<file path="config.mk">
export PLATFORM = sky130hd
export DESIGN_NAME = ram_fifo_ctrl
export DESIGN_NICKNAME = d
export VERILOG_FILES = /design/src/rtl/ram_fifo_ctrl.sv
export SDC_FILE = /design/constraint.sdc
export NUM_CORES = 1
export LEC_CHECK = 0
export ABC_AREA = 1
export CORE_MARGIN = 2
export CORE_UTILIZATION = 40
export CTS_CLUSTER_SIZE = 12
export DETAILED_ROUTE_END_ITERATION = 8
export PLACE_DENSITY_LB_ADDON = 0.3
export REMOVE_ABC_BUFFERS = 1
export SYNTH_ARGS = -nofsm -noshare
export SYNTH_HDL_FRONTEND = slang
export SYNTH_SLANG_ARGS = --single-unit
</file>
<file path="constraint.sdc">
create_clock -name clock -period 2.65 [get_ports clock]
set_input_delay 0.265 -clock clock [delete_from_list [all_inputs] [get_ports clock]]
set_output_delay 0.265 -clock clock [all_outputs]
set_load 0.02 [all_outputs]
</file>
<file path="src/rtl/ram_fifo_ctrl.sv">
// Stream FIFO controller using an external dual-port RAM as storage, plus a 2-entry output queue.
// Latency: a word accepted at edge E0 is read at E1, queued at E2, and m_valid is high after E2.
// Backpressure: s_ready drops only when the RAM holds DEPTH words; the read side stalls on m_ready through the output queue.
module ram_fifo_ctrl #(
    parameter int DATA_WIDTH = 32,
    parameter int DEPTH      = 16,
    localparam int ADDR_WIDTH = $clog2(DEPTH),
    localparam int BWEN_WIDTH = DATA_WIDTH / 8
) (
    input  logic                    clock,
    input  logic                    reset,
    input  logic                    flush,
    input  logic                    s_valid,
    output logic                    s_ready,
    input  logic [DATA_WIDTH-1:0]   s_data,
    output logic                    m_valid,
    input  logic                    m_ready,
    output logic [DATA_WIDTH-1:0]   m_data,
    output logic [ADDR_WIDTH+1:0]   count,
    output logic                    ram_cen,
    output logic                    ram_wen_a,
    output logic [ADDR_WIDTH-1:0]   ram_addr_a,
    output logic [DATA_WIDTH-1:0]   ram_din_a,
    output logic                    ram_wen_b,
    output logic [BWEN_WIDTH-1:0]   ram_bwen_b,
    output logic [ADDR_WIDTH-1:0]   ram_addr_b,
    output logic [DATA_WIDTH-1:0]   ram_din_b,
    input  logic [DATA_WIDTH-1:0]   ram_dout_b
);

    localparam logic [ADDR_WIDTH:0] FULL_CNT = (ADDR_WIDTH+1)'(DEPTH);

    // RAM bookkeeping
    logic [ADDR_WIDTH-1:0] wr_ptr;
    logic [ADDR_WIDTH-1:0] rd_ptr;
    logic [ADDR_WIDTH:0]   ram_cnt;
    // High in the cycle ram_dout_b carries the word read at the previous edge
    logic                  rd_pend;

    // Output queue: q_head is always the oldest entry
    logic [1:0]            q_cnt;
    logic [DATA_WIDTH-1:0] q_head;
    logic [DATA_WIDTH-1:0] q_tail;

    logic                  wr_fire;
    logic                  rd_issue;
    logic                  m_fire;

    logic [1:0]            q_keep;
    logic [1:0]            q_cnt_nxt;
    logic [DATA_WIDTH-1:0] q_head_nxt;
    logic [DATA_WIDTH-1:0] q_tail_nxt;

    // Write acceptance depends only on RAM occupancy, never on the consumer
    assign s_ready = (ram_cnt < FULL_CNT) && !flush;
    assign wr_fire = s_valid && s_ready;

    assign m_valid = (q_cnt != 2'd0);
    assign m_data  = q_head;
    assign m_fire  = m_valid && m_ready;

    // Issue a read only if the word will have a queue slot when it lands
    assign rd_issue = (ram_cnt != '0)
                   && (({1'b0, q_cnt} + {2'b00, rd_pend}) < (3'd2 + {2'b00, m_fire}))
                   && !flush;

    assign ram_cen    = wr_fire | rd_issue;
    assign ram_wen_a  = wr_fire;
    assign ram_addr_a = wr_ptr;
    assign ram_din_a  = s_data;
    assign ram_wen_b  = 1'b0;
    assign ram_bwen_b = '1;
    assign ram_addr_b = rd_ptr;
    assign ram_din_b  = '0;

    assign count = (ADDR_WIDTH+2)'(ram_cnt) + (ADDR_WIDTH+2)'(rd_pend) + (ADDR_WIDTH+2)'(q_cnt);

    // Queue next state: pop shifts the tail forward, then a landing RAM word fills the first free slot
    always_comb begin
        q_head_nxt = q_head;
        q_tail_nxt = q_tail;
        q_keep     = q_cnt - {1'b0, m_fire};
        if (m_fire) begin
            q_head_nxt = q_tail;
        end
        if (rd_pend) begin
            if (q_keep == 2'd0) begin
                q_head_nxt = ram_dout_b;
            end else begin
                q_tail_nxt = ram_dout_b;
            end
        end
        q_cnt_nxt = q_keep + {1'b0, rd_pend};
    end

    // Pointer, counter and queue registers; flush leaves the same state as reset
    always_ff @(posedge clock or posedge reset) begin
        if (reset) begin
            wr_ptr  <= '0;
            rd_ptr  <= '0;
            ram_cnt <= '0;
            rd_pend <= 1'b0;
            q_cnt   <= 2'd0;
            q_head  <= '0;
            q_tail  <= '0;
        end else if (flush) begin
            wr_ptr  <= '0;
            rd_ptr  <= '0;
            ram_cnt <= '0;
            rd_pend <= 1'b0;
            q_cnt   <= 2'd0;
            q_head  <= '0;
            q_tail  <= '0;
        end else begin
            if (wr_fire) begin
                wr_ptr <= wr_ptr + ADDR_WIDTH'(1);
            end
            if (rd_issue) begin
                rd_ptr <= rd_ptr + ADDR_WIDTH'(1);
            end
            ram_cnt <= ram_cnt + (ADDR_WIDTH+1)'(wr_fire) - (ADDR_WIDTH+1)'(rd_issue);
            rd_pend <= rd_issue;
            q_cnt   <= q_cnt_nxt;
            q_head  <= q_head_nxt;
            q_tail  <= q_tail_nxt;
        end
    end

endmodule

</file>
== Word level (Yosys, flattened, before mapping) ==
Cells that the tools add are included.
Cells by class
  equality and inequality tests: 1
  magnitude comparators: 2
  reduce and logical (&&, ||, !) cells: 13
  bitwise operators: 1
  add/subtract/negate cells: 10
  muxes and demuxes: 14
Operators with widths (count)
  2-to-1 mux 32 bit: 7
  2-to-1 mux 4 bit: 4
  adder 4 x 1 -> 4 bit (second input constant): 2
  nonzero test 2 bit: 4
  adder 5 x 1 -> 6 bit: 1
  adder 6 x 2 -> 6 bit: 1
  adder 5 x 1 -> 5 bit: 1
  logical AND 1 bit: 5
  less-than comparator 5 bit (second input constant): 1
  2-to-1 mux 5 bit: 1
  nonzero test 5 bit: 1
  subtractor 5 x 1 -> 5 bit: 1
  adder 2 x 1 -> 3 bit: 1
  adder 2 x 1 -> 3 bit (first input constant): 1
  less-than comparator 3 bit: 1
  adder 2 x 1 -> 2 bit: 1
  zero test 2 bit: 1
  2-to-1 mux 2 bit: 1
  inequality test 2 bit (second input constant): 1
  AND reduction 2 bit: 1
  subtractor 2 x 1 -> 2 bit: 1
  zero test 1 bit: 1
  2-to-1 mux 1 bit: 1
  bitwise OR 1 bit: 1
Storage, ports and cells
  input port bits: 69
  word-level logic and storage cells: 48
  flip-flop bits (word level): 80

== Longest topological paths before layout ==
Gate-level depths: netlist (run 1).
  word-level depth: 8
  mapped depth: 19

== Least setup slack after synthesis (run 1) ==
Ideal clock, no wire load.
  path kind: register -> register
  start: register rd_pend
  end: register ram_cnt[4]
  cell stages (with the launch flop): 17
  path slack: 0.062 ns
  arrival time: 2.471 ns
  data required time: 2.533 ns
  clock period less this slack: 2.588 ns
  path through: dfrtp_1 > ha_1 > ha_1 > nand2_1 > nand2_1 > nor2_1 > ha_1 > inv_1 > ha_1 > inv_1 > fa_1 > inv_1 > nand2_1 > nand2_1 > a21oi_1 > nor2_1 > nor2_1
On the way
  cells in the longest elaborated chain, start to end: 6
Ends and longest elaborated chain
  start, declared: RTL line 38  | logic rd_pend;
  start signal, assigned: RTL line 122  | rd_pend <= rd_issue;
  adder 2 x 1 -> 3 bit: RTL line 64  | && (({1'b0, q_cnt} + {2'b00, rd_pend}) < (3'd2 + {2'b00, m_fire}))
  less-than comparator 3 bit: RTL line 64
  logical AND 1 bit: RTL line 64
  logical AND 1 bit: RTL line 65  | && !flush;
  subtractor 5 x 1 -> 5 bit: RTL line 121  | ram_cnt <= ram_cnt + (ADDR_WIDTH+1)'(wr_fire) - (ADDR_WIDTH+1)'(rd_issue);
  2-to-1 mux 5 bit: RTL line 106  | end else if (flush) begin
  end signal, assigned: RTL line 121
  end, declared: RTL line 36  | logic [ADDR_WIDTH:0] ram_cnt;
Every way passes these cells.
A chain may end at the register's enable or synchronous reset.

== Worst setup path after layout (run 1) ==
  start: register ram_cnt[2]
  end: output port ram_cen
On the way
  cells in the longest elaborated chain, start to end: 4
Ends and longest elaborated chain
  less-than comparator 5 bit / nonzero test 5 bit (equally long branches): RTL line 55, 63
  logical AND 1 bit (on tied branches): RTL line 55, 64
  logical AND 1 bit (on tied branches): RTL line 56, 65
  bitwise OR 1 bit *: RTL line 67  | assign ram_cen = wr_fire | rd_issue;
  end, declared: RTL line 20  | output logic ram_cen,
Mark *: on every way between the ends. The rest lies on a longest branch, timed or not.

==> metrics.txt, run 1 <==
Critical path buffers and inverters 4; upper clock frequency limit 392 MHz; cts bufs inserted 9; Max IR drop VDD ~550 µV; LEAKAGE between 2 and 3 nW; gp weighted congestion between 0.8 and 0.9; CP max stage delay between 0.6 and 0.7 ns; non-filler cells, final 792; PwrDens between 1000 and 1500 nW/µm²; Worst Path Max Fanout 5; via count ~3800; Die ar. 12700 µm²; Tightest Hold Check Type in -> async; r2r setup slk between 0.1 and 0.15 ns; # nets final 733; Max Cap Viol 0; number of inserted diodes 0; Min Clock Period, post-route 2.55 ns; H-tree Lvls 3; Yosys warnings 0; FF+latch area approximately 2000 µm²; fillers between 1000 and 1500; cell mode on critical path inv_1; Vias/cell between 4 and 5; Crit path max-delay family buffers and inverters; run status complete, no violations; crit path cell chain inv_1 -> ha_1 -> inv_1 -> nor2_1 -> a21oi_2 -> nand2_2 -> buf_4 -> o21ai_0 -> clkdlybuf4s50_1; Mean Syn Cell Area about 7.9 µm²; initial antenna violation count 0; vias in the first global route about 3800; skew final about 0.0074 ns; clock sinks 80; sequential fraction of the synthesis area 42.5%; fin crit share slightly below 100%; grt total ovfl 0; Post-synth ARST share 100%; first-pass GRT wire length 19.5 mm; Worst Hold Slack 0.202 ns; CP Class reg -> out; CTS Root Buffer Type clkbuf_16; hold buffer count at cts 0; Final Slew Violations 0; TritonCTS clock tree built; die height approximately 110 µm; I/O pin cnt between 150 and 200; cell area after synthesis ~4700 µm²; post-route ant nets 0; RSZ-0062 raised after global routing yes; design area about 5600 µm²; Multi-input gate area roughly 2000 µm²; Cell variety after synth 28; routed len/inst roughly 15 µm; core footprint approximately 11000 µm²; Hold Fails Final Rpt 0; CP Capture Type primary output; Critical Path AT around 2.3 ns; area delta synth->final 18.8%; Final Util between 40% and 50%; Post-synth EDFFs 0; Placement Cell Area around 5300 µm²; DP Wirelength 8.07 mm; num rows 39; Worst-Margin Slew 0.640 ns; Worst-path clk slew roughly 0.060 ns; clock latency on the worst-skew pair roughly 0.33 ns; CP Launch Type flip-flop; clk buf depth 2; IO Port Bufs 86; Slew HR a little under three fifths; drt pass-1 iters 4; Max stage delay cell, worst path clkdlybuf4s50_1; Die X ~110 µm; final WL between 10 and 15 mm; PnR Total Power roughly 6.3 mW; final setup fails 0; register bit total from synthesis 80; drt first-iter violations about 180; ratio of cells with drive above 1 in the final layout a little under a tenth; initial core utilization 41.1%; Critical Path RT 2.38 ns; DRC violations left 0; largest net degree at the start of global routing 45; dpl cells 775; total track usage between 10% and 20%; Post-Syn Instances roughly 590; Post-synth top flop dfrtp_1
cells in the mapped netlist, types with 5 or more instances:
cell type / n / share of area (%)
ha_1: 15 / 4.0
nand4_1: 5 / 0.66
buf_2: 8 / 0.85
nor2_1: 78 / 6.2
buf_6: 6 / 1.4
nand2_4: 6 / 1.4
o21ai_0: 35 / 3.7
nand2_1: 171 / 14
a21oi_1: 7 / 0.74
inv_1: 28 / 2.2
buf_4: 74 / 12
nand2_2: 10 / 1.3
dfrtp_1: 80 / 42
nand3_1: 42 / 4.5
layer usage:
layer / global-route usage (%) / share of wire (%) / vias up
met2: 30.2 / 46 / 163
met1: 24.8 / 43 / 1798
li1: - / - / 1846
met5: 5.49 / 0.48 / -
met3: 8.32 / 9.5 / 9
met4: 5.61 / 1.2 / 2
state kept, by name, summed over array words and instances (netlist names):
register    cells
rd_pend         1
ram_cnt         5
q_tail         32
ram_addr_b      4
q_cnt           2
ram_addr_a      4
m_data         32
cell type report:
type	instances	share of cell area [%]
Tap cell	143	3.20
Clock inverter	3	0.358
Clock buffer	11	4.34
Multi-Input combinational cell	420	36.2
Inverter	32	2.17
Timing Repair Buffer	103	17.9
Sequential cell	80	35.8
timing repair:
item                       in CTS  in global routing
setup endpoints to repair       3                  4
pin swaps                       0                  5
buffers inserted                0                  3
hold endpoints to repair        0                  0
gates resized for setup         3                  9
gates cloned                    0                  0
metrics by stage:
step	setup TNS (ns)	setup slack, ns
after floorplan	0	0.0414
after global placement	0	0.188
after detailed placement	0	0.104
after CTS	0	0.0317
after global routing	-0.0930	-0.0930
final	0	0.0987
where the power goes:
part           total [mW]  switching, mW  internal [mW]
Clock                1.12          0.475          0.648
Sequential           1.90          0.282           1.62
Combinational        3.30           1.97           1.33
Total                6.33           2.72           3.60
cells in the final DEF, fill, tap and decap left out, types with 2 or more instances in the layout:
| cell type | netlist | final |
|---|---|---|
| a21oi_1 | 7 | 6 |
| a21oi_2 | 1 | 2 |
| buf_4 | 74 | 16 |
| clkbuf_16 | 0 | 9 |
| clkdlybuf4s50_1 | 0 | 81 |
| clkinv_2 | 0 | 2 |
| clkinvlp_4 | 0 | 2 |
| conb_1 | 2 | 37 |
| dfrtp_1 | 80 | 80 |
| dlygate4sd2_1 | 0 | 3 |
| dlymetal6s2s_1 | 0 | 2 |
| fa_1 | 3 | 2 |
| ha_1 | 15 | 14 |
| inv_1 | 28 | 26 |
| inv_2 | 4 | 5 |
| nand2_1 | 171 | 169 |
| nand2_2 | 10 | 12 |
| nand2_4 | 6 | 6 |
| nand3_1 | 42 | 42 |
| nand4_1 | 5 | 5 |
| nor2_1 | 78 | 77 |
| nor2_2 | 1 | 2 |
| o21ai_0 | 35 | 35 |
| xor2_1 | 4 | 4 |
cells by family after synthesis:
family                   share of synthesized area [%]
AND/OR/NAND/NOR                                   28.8
buffers and inverters                             17.6
flip-flops                                        42.5
AO/OA/AOI/OAI                                     4.75
adder cells (fa/ha/maj)                           5.26
XOR/XNOR                                         0.930
other                                            0.159
worst paths after layout:
kind                                      from          to  cells past startpoint
min in group clock              ram_dout_b[26]  q_tail[26]                      3
worst min-delay path                     reset  ram_cnt[0]                      2
max in group asynchronous                reset  m_data[11]                      3
worst min register to register      q_tail[28]  q_tail[28]                      2
worst max register to register      ram_cnt[2]  ram_cnt[4]                     19
worst max-delay path                ram_cnt[2]     ram_cen                      9
(Power assumes the default switching activity.)
==> run 2, diff against run 1 <==
- SLEW_MARGIN: unset -> 20
==> results of run 2 <==
The final DEF is identical to that of run 1; final timing and power are the same.
==> run 3, diff against run 2 <==
- HOLD_SLACK_MARGIN: unset -> 0.08
- SKIP_CTS_REPAIR_TIMING: unset -> 1
==> run 3 against run 2 <==
Register-to-register slack hardly changed. Via count shrank 0.37%. Routed wire length down 0.30%. Die area unchanged. Setup slack lost 0.018 ns. Non-clock buffer count fell by 2. Critical path depth unchanged. Clock-buffer cell count unchanged. Critical path type unchanged. Largest cell class unchanged.
==> metrics.txt, run 3 (synthesis results as in run 1) <==
run status complete, no violations; die height approximately 110 µm; Critical Path AT around 2.3 ns; IO Port Bufs 86; Slew HR between 50% and 60%; initial antenna violation count 0; num rows 39; cell mode on critical path inv_1; Tightest Hold Check Type in -> async; P_sw approximately 2.7 mW; CP Launch Type flip-flop; Reg-to-Reg Start ram_cnt[3]; fin worst setup slack 0.0807 ns; Critical Path RT between 2 and 2.5 ns; upper clock frequency limit just under 400 MHz; via count around 3800; Max IR drop VDD approximately 550 µV; final setup fails 0; clk buf depth 2; Max stage delay cell, worst path clkdlybuf4s50_1; initial core utilization between 40% and 50%; Worst-Margin Slew about 0.64 ns; Critical path buffers and inverters 4; CTS Root Buffer Type clkbuf_16; I/O pin cnt 188; drt pass-1 iters 4; worst slack, placed ~0.10 ns; CP max stage delay between 0.6 and 0.7 ns; DP Wirelength approximately 8 mm; Min Clock Period, post-route 2.57 ns; routed len/inst ~15 µm; crit path launch ram_cnt[3]; Flop pwr share a little under a third; Crit path max-delay family buffers and inverters; Hold Fails Final Rpt 0; Int Pwr roughly 3.6 mW; Comb pwr share 51.7%; Final Slew Violations 0; vias in the first global route 3755; CP Class reg -> out; Placement Cell Area about 5300 µm²; commonest non-fill, non-tap cells in the layout 171 x nand2_1, 81 x clkdlybuf4s50_1, 80 x dfrtp_1; design area approximately 5600 µm²; dpl cells between 700 and 800; Die ar. 12700 µm²; r2r setup slk 0.13 ns; TritonCTS clock tree built; first-pass GRT wire length 19.5 mm; Setup crit end ram_cen; Max Cap Viol 0; # nets final between 700 and 800; CP Capture Type primary output; clock latency on the worst-skew pair between 0.3 and 0.4 ns; number of inserted diodes 0; WP depth 9; FF-to-FF End ram_cnt[4]; DRC violations left 0; clock sinks 80; gp weighted congestion 0.814; grt total ovfl 0; total track usage 19.6%; most common cell after layout, fill and taps aside nand2_1; Die X roughly 110 µm; Worst Path Max Fanout 5; largest net degree at the start of global routing 45; skew final ~0.0076 ns; non-filler cells, final just under 800; Vias/cell a little under 5; cts bufs inserted 9; Worst-path clk slew 0.06 ns; final WL 12.0 mm; drt first-iter violations around 190; LEAKAGE roughly 3.0 nW; fin crit share slightly below 100%; ratio of cells with drive above 1 in the final layout roughly 8.3%; PwrDens 1120 nW/µm²; core footprint approximately 11000 µm²; RSZ-0062 raised after global routing yes; switching fraction of total power between 40% and 50%; post-route ant nets 0; Final Util between 40% and 50%; H-tree Lvls 3; area delta synth->final 18.4%; Clk pwr share around 18%; r2r worst-path depth 19; crit path cell chain inv_1 -> ha_1 -> inv_1 -> nor2_1 -> a21oi_2 -> nand2_1 -> buf_4 -> o21ai_0 -> clkdlybuf4s50_1; setup_tns 0 ns
## run 3: layout make-up
type,instances,area (µm²)
clock buffer,11,243
clock inverter,3,20.0
fill,1108,5890
inverter,32,121
multi-input combinational,420,2010
sequential,80,2000
tap,143,179
timing repair buffer,101,998
## run 3: worst min-delay path by stage
stage,endpoint,depth (start not counted),slack [ns],start
floorplan,q_cnt[0],1,0.33,flush
global placement,q_tail[28],2,0.49,q_tail[28]
detailed placement,q_tail[28],2,0.49,q_tail[28]
CTS,ram_cnt[1],2,0.20,reset
global route,ram_cnt[0],2,0.21,reset
finish,ram_cnt[0],2,0.20,reset
## run 3: power groups by stage
| stage | registers (mW) | clock network, mW | logic (mW) |
|---|---|---|---|
| final | 1.91 | 1.12 | 3.24 |
| after global routing | 1.95 | 1.22 | 3.62 |
| after CTS | 1.91 | 1.15 | 3.29 |
| after detailed placement | 1.93 | 0 | 3.27 |
| after global placement | 1.91 | 0 | 3.18 |
| after floorplan | 2.17 | 0 | 1.69 |
## run 3: routing by layer
metal,global-route usage [%],wire length (µm),vias up
met4,5.61,112,2
met3,8.32,1190,6
li1,-,-,1840
met1,24.8,5140,1786
met5,5.49,58,-
met2,30.2,5520,170
## run 3: through the flow
stage	hold slack, ns	power (mW)
6_report	0.204	6.27
5_1_grt	0.209	6.79
4_1_cts	0.203	6.35
3_5_place_dp	0.494	5.20
3_3_place_gp	0.491	5.10
2_1_floorplan	0.330	3.85
==> variant 1 (flow settings as in run 2) <==
Reset style: synchronous (`reset`), changed in one clocked block.
--- a/src/rtl/ram_fifo_ctrl.sv
+++ b/src/rtl/ram_fifo_ctrl.sv
@@ -96,3 +96,3 @@
     // Pointer, counter and queue registers; flush leaves the same state as reset
-    always_ff @(posedge clock or posedge reset) begin
+    always_ff @(posedge clock) begin
         if (reset) begin
Check against the original RTL: differs if reset is asserted again (counterexample within 4 cycles, from zero or initial values and one cycle with reset high); with reset held inactive, the same outputs for 4 cycles.
==> variant 1 against run 2 <==
Die area is 11% lower. Cell area shrank 9.7%. Synthesized area shrank 11%. Via count shrank 5.8%. Sequential cell count is the same. First-iteration DRC count fell by 52%. Wire length decreased by 11%. Count of clock-buffer cells in the layout is 2 lower. Worst setup slack improved by 0.032 ns.
Power is not compared: it rests on default switching activity, and its combinational part moved more than twofold at a synthesized area within 25%.
==> variant 1: results (changes against run 2) <==
* Unique cell type count in the Yosys netlist: 25 (-11%)
- The cell family contributing the most delay on the critical path is adder cells.
* Primary FF master, synth: dfxtp_1
- Worst path max stage delay: 0.37 ns (-0.26 ns)
- Later-pin clock latency in the skew report: 0.35 ns (+0.02 ns)
- Number of placed instances with taps included: 768 (-0.90%)
- Standard cell area after detailed placement: 4800 um^2 (-9.3%)
- The critical-path maximum fanout came to 4 (-1).
* Post-Synthesis Cells: 591 (-0.34%)
- Sequential element share of the synthesized area: 38.24% (-4.3 points)
- Avg WL per Cell: 13.72 um (-9.9%)
* Wl on met1: 4684 um (-9.8%)
- Via count: 3595 (-5.8%)
- Worst min-delay path class: flop to flop
- Pin count of the biggest net entering global routing: 43 (-4.4%)
- Wire length of the first global-routing pass: 16560 um (-15%)
- The commonest cells after synthesis are nor2_1, nand2_1, dfxtp_1, buf_4, o21ai_0.
- Post-Place Setup Slack: -0.02006 ns (-0.1243 ns)
- The count of nets after finishing came to 730 (-0.41%).
- For this design, the slowest cell found on the critical path is dfxtp_2.
* Clock root buffer: clkbuf_8
- The share of post-route cells with drive strength above 1 was 6.646% (-2.9 points).
- Routed wire length on met2: 4676 um (-15%)
- Final clock skew: 0.01156 ns (+0.004198 ns)
* Detailed-placement wirelength estimate: 7506 um (-7.0%)
- Result of the run: finished, final reports clean
* Detail Route met3 WL: 1132 um (-0.96%)
-- variant 1: changes by cell type after synthesis, moves of 4 or more --
cell     delta
nor2_1     +71
nand2_1    -59
nand2_4     -6
nand3_1    -16
buf_6       -5
dfrtp_1    -80
nand2_2     -6
buf_4       +4
o21ai_0    +14
nand4_1     -4
dfxtp_1    +80
-- variant 1: routing by layer --
metal / vias to the layer above / track usage (%)
li1: 1825 / -
met1: 1601 / 23.05
met2: 147 / 27.84
met3: 20 / 9.933
met4: 2 / 7.801
met5: - / 3.333
-- variant 1: power breakdown --
| group | switching (mW) | internal (mW) | leakage (nW) |
|---|---|---|---|
| Combinational | 0.913 | 0.647 | 1.47 |
| Sequential | 0.0879 | 1.32 | 0.647 |
| Clock | 0.460 | 0.629 | 0.120 |
| Total | 1.46 | 2.60 | 2.24 |
-- variant 1: path summary, 6_finish.rpt --
path                                   start                          to  slack [ns]  depth (start not counted)
hold reg to reg   ram_addr_a[3]$_SDFFE_PP0P_  ram_addr_a[3]$_SDFFE_PP0P_        0.46                          1
setup / recovery       ram_cnt[2]$_SDFF_PP0_       ram_cnt[4]$_SDFF_PP0_        0.13                         17
setup reg to reg       ram_cnt[2]$_SDFF_PP0_       ram_cnt[4]$_SDFF_PP0_        0.13                         17
hold / removal    ram_addr_a[3]$_SDFFE_PP0P_  ram_addr_a[3]$_SDFFE_PP0P_        0.46                          1
-- variant 1: worst register-to-register path, delay by kind of cell, from the launching register on --
family                   cells  cell delay (ns)
AND/OR/NAND/NOR              6             0.47
flip-flops                   1             0.37
buffers and inverters        4             0.26
adder cells (fa/ha/maj)      4             0.98
AO/OA/AOI/OAI                3             0.40
-- variant 1: area by class of cell --
cell class                      count  area [um^2]
Clock buffer                        9        123.9
Clock inverter                      6        116.4
Fill cell                         990         5179
Inverter                           33        123.9
Multi-Input combinational cell    418         1937
Sequential cell                    80         1603
Tap cell                          136        170.2
Timing Repair Buffer              101        978.4
-- variant 1: repair_timing --
| item | CTS | global route |
|---|---|---|
| pin swaps | 0 | 0 |
| endpoints found under the setup margin | 3 | 5 |
| resized for setup | 3 | 6 |
| gates cloned | 0 | 0 |
-- variant 1: cell families (layout without fill, tap and decap cells) --
group,count (synthesis),after routing,share of synthesized area (%)
buffers and inverters,128,149,18.97
AND/OR/NAND/NOR,295,295,27.85
other,2,37,0.1793
XOR/XNOR,6,6,1.434
adder cells (fa/ha/maj),18,18,5.916
AO/OA/AOI/OAI,62,62,7.410
flip-flops,80,80,38.24
==> variant 2 (settings of run 2) <==
Made on the original files. `DEPTH`: 16 -> 32.
--- a/src/rtl/ram_fifo_ctrl.sv
+++ b/src/rtl/ram_fifo_ctrl.sv
@@ -5,3 +5,3 @@
     parameter int DATA_WIDTH = 32,
-    parameter int DEPTH      = 16,
+    parameter int DEPTH      = 32,
     localparam int ADDR_WIDTH = $clog2(DEPTH),
Interface: changed (resized count, ram_addr_a and ram_addr_b); port bits go from 188 to 191. The function was not compared with the original's and may differ.
==> variant 2 against run 2 <==
Cell area rose by 4.8%. Wire length decreased by 2.4%. Sequential cell count rose by 3. Worst hold slack better by 0.064 ns. Sequential share of layout area down 0.37 points. Power is 2.9% higher. Worst setup slack got worse by 0.0065 ns. Register-to-register slack got worse by 0.04 ns. Synthesized area increased by 5.4%. Synthesized cell count up 6.1%.
==> variant 2: results (changes against run 2) <==
- Result of the run: finished, final reports clean
* Total leakage power: 3.070 nW (+4.7%)
* Detailed-placement wirelength estimate: 7901 um (-2.1%)
* Post-Place Setup Slack: 0.01014 ns (-0.09407 ns)
- CP max FO: 4 (-1)
- Internal reg-to-reg setup slack: 0.09 ns (-0.04 ns)
- The antenna diode count is 0 (unchanged).
* Parity-gate share of the synthesized area counting xor and xnor cells: 1.058% (+0.13 points)
- The via count of the first global-routing pass came to 3882 (+3.4%).
- Synth Area in Adders: 5.743% (+0.48 points)
- Final clock skew: 0.006886 ns (-0.0004742 ns)
- Number of warnings issued by yosys: 0 (unchanged)
* Sequential element share of the synthesized area: 41.81% (-0.68 points)
* Normalized max-slew margin: 59.81% (+2.6 points)
- The worst reg2reg path depth was 15 (-4).
* Final std cell area, no fill: 5866 um^2 (+4.8%)
- Worst R2R Start: rd_pend$_DFF_PP0_
- The global-route wire length before repair came to 18950 um (-2.7%).
* Signal arrival time at the worst endpoint: 2.78 ns (+0.49 ns)
* Hold slack: 0.2660 ns (+0.06367 ns)
- Number of non-filler instances in the completed layout: 851 (+7.4%)
- The synthesized area divided by synthesized cell count came to 7.897 um^2 (-0.59%).
* Number of port buffers: 89 (+3.5%)
* Fin nets: 769 (+4.9%)
- Pin count of the biggest net entering global routing: 59 (+31%)
- Ratio of cells with drive above 1 in the final layout: 8.053% (-1.5 points)
- Final-layout fill cell count: 1169 (+5.1%)
- The starting DRC count in detailed routing was 272 (+49%).
- The final estimated routing congestion in global placement came to 0.8039 (-1.2%).
- Main area contributors after synthesis: dfrtp_1, nand2_1, buf_4, nor2_1, nand3_1
* Aggregate routed wire length: 11770 um (-2.4%)
* Routed vias/inst: 4.729 (-1.9%)
* Area fraction in compound gates after synthesis: 4.736% (-0.019 points)
- Overall Global Routing Usage: 18.19% (-1.4 points)
- Number of placed instances with taps included: 836 (+7.9%)
* VDD IR max: 0.0005088 V (-8.1%)
* Standard cell area after detailed placement: 5587 um^2 (+5.6%)
* Commonest cells in the netlist: nand2_1, dfrtp_1, nor2_1, buf_4, nand3_1
[variant 2: cell count changes after synthesis, sizes merged, moves of 3 or more]
| cell | before | now |
|---|---|---|
| ha | 15 | 18 |
| nand2 | 187 | 196 |
| nand3 | 43 | 51 |
| nand4 | 5 | 8 |
| clkbuf | 7 | 3 |
| inv | 32 | 36 |
| o21ai | 36 | 39 |
| buf | 89 | 94 |
| dfrtp | 80 | 83 |
[variant 2: kinds of logic after synthesis]
logic type	after synthesis
and+or+nand+nor	338
buffers and inverters	133
DFF	83
AOI/OAI and AO/OA	46
adders and majority gates	21
xor gates and xnor gates	6
other	2
[variant 2: power by group]
group / switching, mW / internal [mW] / total, mW
logic: 2.06 / 1.34 / 3.40
registers: 0.276 / 1.68 / 1.96
clock network: 0.495 / 0.654 / 1.15
total: 2.83 / 3.68 / 6.51
[variant 2: layout make-up]
type,instances,share of cell area (%)
Timing Repair Buffer,101,16.98
Clock buffer,11,4.138
Multi-Input combinational cell,448,37.09
Clock inverter,4,0.4693
Sequential cell,83,35.41
Inverter,36,2.325
Tap cell,168,3.584
[variant 2: worst max-delay path, stage by stage (launching register included)]
cell	delay, ns
dfrtp_1	0.39
ha_1	0.21
ha_1	0.27
nand2_1	0.07
nand2_1	0.09
nor2_1	0.06
ha_1	0.28
inv_1	0.04
ha_1	0.24
fa_2	0.37
nand2_1	0.07
nand2_1	0.06
a21oi_2	0.15
nand2_1	0.06
nand2_1	0.05
nor2_1	0.04
[variant 2: routing by layer]
metal	vias up	GRT usage, %	share of wire (%)
li1	1970	-	-
met1	1880	23.81	43
met2	164	28.69	46
met3	10	5.178	9.2
met4	0	6.586	1.2
met5	-	1.852	0
[variant 2: repair_timing]
item	4_1_cts	5_1_grt
pin swaps	0	0
buffers inserted	0	0
gates resized for setup	4	5
endpoints found under the setup margin	4	4
endpoints found under the hold margin	0	0
[variant 2: worst max-delay path by stage]
stage	start	end	slack [ns]	depth (start not counted)
final	rd_pend$_DFF_PP0_	ram_cnt[4]$_DFF_PP0_	0.09	15
after floorplan	rd_pend$_DFF_PP0_	ram_cnt[4]$_DFF_PP0_	-0.04	15
after CTS	rd_pend$_DFF_PP0_	count[6]	0.01	8
after detailed placement	m_ready	ram_cnt[4]$_DFF_PP0_	0.01	15
after global placement	m_ready	ram_cnt[4]$_DFF_PP0_	0.07	15
after global routing	rd_pend$_DFF_PP0_	ram_cnt[4]$_DFF_PP0_	-0.04	15
